==> src/rtl/lsu_ctrl.sv <==
// lsu_ctrl: RV32I load/store sequencer for a word-addressed memory.
// Word-crossing accesses become two sequential word accesses.
module lsu_ctrl #(
    parameter bit ALLOW_MISALIGNED = 1'b1
) (
    input  logic        clk,
    input  logic        rst_n,
    input  logic        req_valid,
    output logic        req_ready,
    input  logic        req_we,
    input  logic [2:0]  req_funct3,
    input  logic [31:0] req_addr,
    input  logic [31:0] req_wdata,
    output logic        rsp_valid,
    output logic [31:0] rsp_rdata,
    output logic        rsp_err,
    output logic [29:0] mem_raddr,
    input  logic [31:0] mem_rval,
    output logic [29:0] mem_waddr,
    output logic [31:0] mem_wval,
    output logic [3:0]  mem_byte_en,
    output logic        mem_we
);

    // RESP is folded into IDLE: the registered response pulse
    // overlaps the idle cycle so a new request can be taken.
    typedef enum logic [2:0] {
        IDLE, LD_HI, LD_DONE, ST_HI, RESP
    } state_t;

    state_t      state, next;

    logic [1:0]  off;
    logic [2:0]  size;
    logic [7:0]  base;
    logic [7:0]  mask;
    logic [63:0] wide;
    logic        mis;
    logic        legal;
    logic        reject;
    logic        accept;

    logic [29:0] word_q;
    logic [29:0] raddr_q;
    logic [1:0]  off_q;
    logic [2:0]  f3_q;
    logic        mis_q;
    logic [3:0]  hi_be_q;
    logic [31:0] hi_wd_q;
    logic [31:0] lo_q;

    logic [63:0] pair;
    logic [31:0] ld_word;
    logic [31:0] ld_data;

    assign off    = req_addr[1:0];
    assign mis    = ({1'b0, off} + size) > 3'd4;
    assign legal  = req_we ? (req_funct3 <= 3'd2)
                           : (req_funct3 <= 3'd2 ||
                              req_funct3 == 3'd4 ||
                              req_funct3 == 3'd5);
    assign reject = !legal || (mis && !ALLOW_MISALIGNED);
    assign accept = req_valid && req_ready;
    assign wide   = {32'b0, req_wdata} << {off, 3'b000};
    assign mem_we = |mem_byte_en;

    // Request decode: access size and two-word lane mask
    always_comb begin
        size = 3'd4;
        base = 8'h0F;
        case (req_funct3[1:0])
            2'd0: begin size = 3'd1; base = 8'h01; end
            2'd1: begin size = 3'd2; base = 8'h03; end
            default: ;
        endcase
        mask = base << off;
    end

    // Load result: shift the word pair into place, then extend
    always_comb begin
        pair    = mis_q ? {mem_rval, lo_q} : {32'b0, mem_rval};
        ld_word = 32'(pair >> {off_q, 3'b000});
        case (f3_q)
            3'd0:    ld_data = {{24{ld_word[7]}}, ld_word[7:0]};
            3'd1:    ld_data = {{16{ld_word[15]}}, ld_word[15:0]};
            3'd4:    ld_data = {24'b0, ld_word[7:0]};
            3'd5:    ld_data = {16'b0, ld_word[15:0]};
            default: ld_data = ld_word;
        endcase
    end

    // State register
    always_ff @(posedge clk or negedge rst_n) begin
        if (!rst_n) state <= IDLE;
        else        state <= next;
    end

    // Next state and memory-side outputs
    always_comb begin
        next        = state;
        req_ready   = 1'b0;
        mem_raddr   = raddr_q;
        mem_waddr   = word_q + 30'd1;
        mem_wval    = hi_wd_q;
        mem_byte_en = 4'b0;
        case (state)
            IDLE: begin
                req_ready = rst_n;
                mem_raddr = req_addr[31:2];
                mem_waddr = req_addr[31:2];
                mem_wval  = wide[31:0];
                if (accept) begin
                    if (reject) begin
                        next = IDLE;
                    end else if (req_we) begin
                        mem_byte_en = mask[3:0];
                        next = mis ? ST_HI : IDLE;
                    end else begin
                        next = mis ? LD_HI : LD_DONE;
                    end
                end
            end
            LD_HI: begin
                mem_raddr = word_q + 30'd1;
                next      = LD_DONE;
            end
            LD_DONE: next = IDLE;
            ST_HI: begin
                mem_byte_en = hi_be_q;
                next        = IDLE;
            end
            default: next = IDLE;
        endcase
        if (!rst_n) mem_byte_en = 4'b0;
    end

    // Request capture, low-word capture and response pulse
    always_ff @(posedge clk or negedge rst_n) begin
        if (!rst_n) begin
            word_q    <= '0;
            raddr_q   <= '0;
            off_q     <= '0;
            f3_q      <= '0;
            mis_q     <= 1'b0;
            hi_be_q   <= '0;
            hi_wd_q   <= '0;
            lo_q      <= '0;
            rsp_valid <= 1'b0;
            rsp_err   <= 1'b0;
            rsp_rdata <= '0;
        end else begin
            raddr_q   <= mem_raddr;
            rsp_valid <= 1'b0;
            rsp_err   <= 1'b0;
            rsp_rdata <= '0;
            case (state)
                IDLE: begin
                    if (accept) begin
                        word_q  <= req_addr[31:2];
                        off_q   <= off;
                        f3_q    <= req_funct3;
                        mis_q   <= mis;
                        hi_be_q <= mask[7:4];
                        hi_wd_q <= wide[63:32];
                        if (reject) begin
                            rsp_valid <= 1'b1;
                            rsp_err   <= 1'b1;
                        end else if (req_we && !mis) begin
                            rsp_valid <= 1'b1;
                        end
                    end
                end
                LD_HI: lo_q <= mem_rval;
                LD_DONE: begin
                    rsp_valid <= 1'b1;
                    rsp_rdata <= ld_data;
                end
                ST_HI: rsp_valid <= 1'b1;
                default: ;
            endcase
        end
    end

endmodule

==> config.mk <==
export PLATFORM = sky130hd
export DESIGN_NAME = lsu_ctrl
export DESIGN_NICKNAME = d
export VERILOG_FILES = /design/src/rtl/lsu_ctrl.sv
export SDC_FILE = /design/constraint.sdc
export NUM_CORES = 1
export LEC_CHECK = 0
export ABC_CLOCK_PERIOD_IN_PS = 3100
export CAP_MARGIN = 20
export CORE_MARGIN = 2
export CORE_UTILIZATION = 64
export DETAILED_ROUTE_END_ITERATION = 7
export DONT_BUFFER_PORTS = 1
export GPL_ROUTABILITY_DRIVEN = 0
export PLACE_DENSITY = 0.87
export SLEW_MARGIN = 20
export SYNTH_ARGS = -nofsm -noshare
export SYNTH_HDL_FRONTEND = slang
export SYNTH_SLANG_ARGS = --single-unit
==> constraint.sdc <==
create_clock -name clk -period 3.1 [get_ports clk]
set_clock_uncertainty 0.15 [all_clocks]
set_input_delay 0.465 -clock clk [delete_from_list [all_inputs] [get_ports clk]]
set_output_delay 0.465 -clock clk [all_outputs]
set_load 0.03 [all_outputs]
==> out/metrics.cfg <==
[critical_path]
critical_path.endpoint_type = output port
cp-start-kind = flip-flop
worst-endpoint-arrival_ns = 2.43
critPathKind = flip-flop to output port
cp_max_fo = 4
cp.required_ns = 2.48

[sta]
post-route-min-period_ns = 3.04
tns_ns = 0
max-slew-margin-rel = 0.408
fmax_mhz = 329
maxSlewViolCount = 0
finalHoldViolations = 161
period_share = 0.981
finalSetupViolCount = 0
worst_pin_slew_ns = 0.884
fin_hold_ws_ns = -0.425

[job]
drv_cap = 0

[cts]
clk_pin_slew_worst_paths_ns = 0.07
cts_sinks = 161
cts_tree = yes
h-tree-depth = 4
cts_root_buffer = clkbuf_16
cts_made_buffers = 17
clockBufferDepth = 2
clkLatencyLatePin_ns = 0.43

[place]
dp_hpwl_mm = 16.0
port_buffers = 0

[synth]
synth_fp_nets = 1028
synthArstFlopShare = 1.00
yosysSeqAreaShare = 0.433
yosysWarnings = 0
yosysUniqueCellTypes = 53
synth-seq-cells = 161
synth_area_um2 = 9310
synth-edff-count = 0
avgSynthCellArea_um2 = 10.2
synthCells = 916
synth_flop_cell = dfrtp_1

[grt]
grt.overflow.total = 0
antenna_found_initial = 0
grt_max_degree = 164
grt_usage = 0.301
grt_pass1_vias = 7129
grt_pass1_wl_mm = 37.8

[power]
power_mw = 12.3
internal_power_mw = 6.67
swShare = 0.458
power.leakage_nw = 4.63
p_seq_frac = 0.326
p_per_area_nw_per_um2 = 1190
p_sw_mw = 5.63
combPwrFrac = 0.496
clkPwrFrac = 0.178
ir_drop_mv = 0.749

[outcome]
violations = negative hold slack
status = finished, violations left

[detailed_routing]
ant_nets = 0
drt_iter0_markers = 729
avgViaCountPerCell = 6.61
wirelength_mm = 23.7
drcViolationCount = 0
dr.pass1.iters = 7
vias = 7387
wl_per_cell_um = 21.2

[finish]
num-fill-cells = 984
antenna_cells = 0
fin_nets = 1032
syn2layout_area_growth_pct = 11.2
layout-drive-gt1-share = 0.249

[floorplanning]
start_util = 0.648
core_area_um2 = 14400
row_count = 44
ioPinCount = 235
die_width_um = 125
die-area_um2 = 15500
die_height_um = 125

[min_path]
min_path_type = primary input to asynchronous set/reset pin

sequential cells by signal (all words and copies together) (netlist names):
name       cells
hi_wd_q       24
rsp_valid      1
word_q        30
state          2
f3_q           3
mis_q          1
lo_q          32
rsp_err        1
rsp_rdata     32
hi_be_q        3
raddr_q       30
off_q          2
synthesized netlist by cell type (all sizes together), types with 7 or more instances:
master | n | share of area
mux2i | 44 | 0.047
nand4 | 15 | 0.010
nor2b | 8 | 0.0054
nand3 | 19 | 0.010
o31ai | 9 | 0.0073
nor2 | 76 | 0.031
a211oi | 19 | 0.015
a22oi | 19 | 0.015
mux4 | 8 | 0.019
o221a | 8 | 0.0097
and3 | 13 | 0.0087
a21o | 21 | 0.017
nand2 | 100 | 0.040
a22o | 21 | 0.020
dfrtp | 161 | 0.43
ha | 8 | 0.011
buf | 29 | 0.017
inv | 29 | 0.012
a21oi | 33 | 0.018
clkbuf | 37 | 0.015
xnor2 | 25 | 0.024
mux2 | 116 | 0.14
a221oi | 7 | 0.0066
o22ai | 8 | 0.0054
o21a | 9 | 0.0073
and2 | 7 | 0.0047
o21ai | 32 | 0.017
power groups by stage:
stage	combinational (mW)	sequential, mW	clock, mW
floorplan	5.02	3.72	0
global placement	5.83	3.95	0
finish	6.10	4.01	2.19
detailed placement	5.94	4.01	0
CTS	6.02	3.98	2.21
global route	6.49	4.11	2.30
path summary, 6_finish.rpt:
check / from / end / slack (ns) / depth (start not counted)
min in group clk: req_wdata[24] / hi_wd_q[16] / 0.02 / 2
worst min register to register: hi_wd_q[9] / hi_wd_q[9] / 0.33 / 2
worst max register to register: mis_q / rsp_rdata[23] / 0.67 / 5
worst max-delay path: state[0] / mem_we / 0.06 / 8
worst min-delay path: rst_n / lo_q[13] / -0.43 / 0
max in group asynchronous: rst_n / raddr_q[13] / 2.95 / 0
routing by layer:
metal / vias to the layer above / track usage / routed length, um
li1: 3298 / - / -
met4: 0 / 0.128 / 872
met1: 3562 / 0.400 / 9300
met2: 446 / 0.470 / 11200
met5: - / 0 / 0
met3: 81 / 0.0820 / 2280
cell type report:
| type | instances | area [um2] | area share |
|---|---|---|---|
| clock buffer | 18 | 439 | 0.0424 |
| timing repair buffer | 51 | 444 | 0.0429 |
| tap | 184 | 230 | 0.0222 |
| multi-input combinational | 659 | 4920 | 0.475 |
| sequential | 161 | 4030 | 0.389 |
| clock inverter | 14 | 175 | 0.0169 |
| inverter | 30 | 113 | 0.0109 |
stage by stage:
step	utilization	std cells	cell area [um2]	worst slack, ns
final	0.720	1117	10300	0.0590
after CTS	0.717	1115	10300	0.0597
after detailed placement	0.674	1083	9690	0.336
after global placement	0.674	1083	9690	0.421
after global routing	0.720	1117	10300	-0.0133
after floorplan	-	916	9310	0.202
placed cells by master (no fill, tap or decap), drive strengths merged, types with 18 or more instances in the layout:
cell    count
nor2       76
nand3      19
clkbuf     18
a22o       21
a22oi      19
inv        35
o21ai      32
a21o       21
nand2     100
mux2i      44
xnor2      25
buf        51
dfrtp     161
mux2      116
a211oi     19
a21oi      33
cell families (layout without fill, tap and decap cells):
logic type,Yosys count,count (layout),synth area share
mux,168,168,0.207
compound gates,199,199,0.152
buf+inv,96,113,0.0438
simple gates,254,254,0.124
flops,161,161,0.433
xor+xnor,29,29,0.0273
fa+ha+maj,9,9,0.0129
worst max-delay path, cell delays in order (launching register included):
cell and delay [ns]:
dfrtp_1 0.40, inv_1 0.11, ha_4 0.19, and2_1 0.16, o2111a_1 0.16, a22oi_1 0.17
nor2_1 0.08, or4_1 0.56, buf_12 0.17
timing repair:
item / in CTS / in global routing
buffers inserted: 0 / 2
setup endpoints to repair: 1 / 27
resized for setup: 1 / 8
pin swaps: 0 / 1
endpoints found under the hold margin: 161 / 161
cloned: 0 / 0
(Power assumes the default switching activity.)
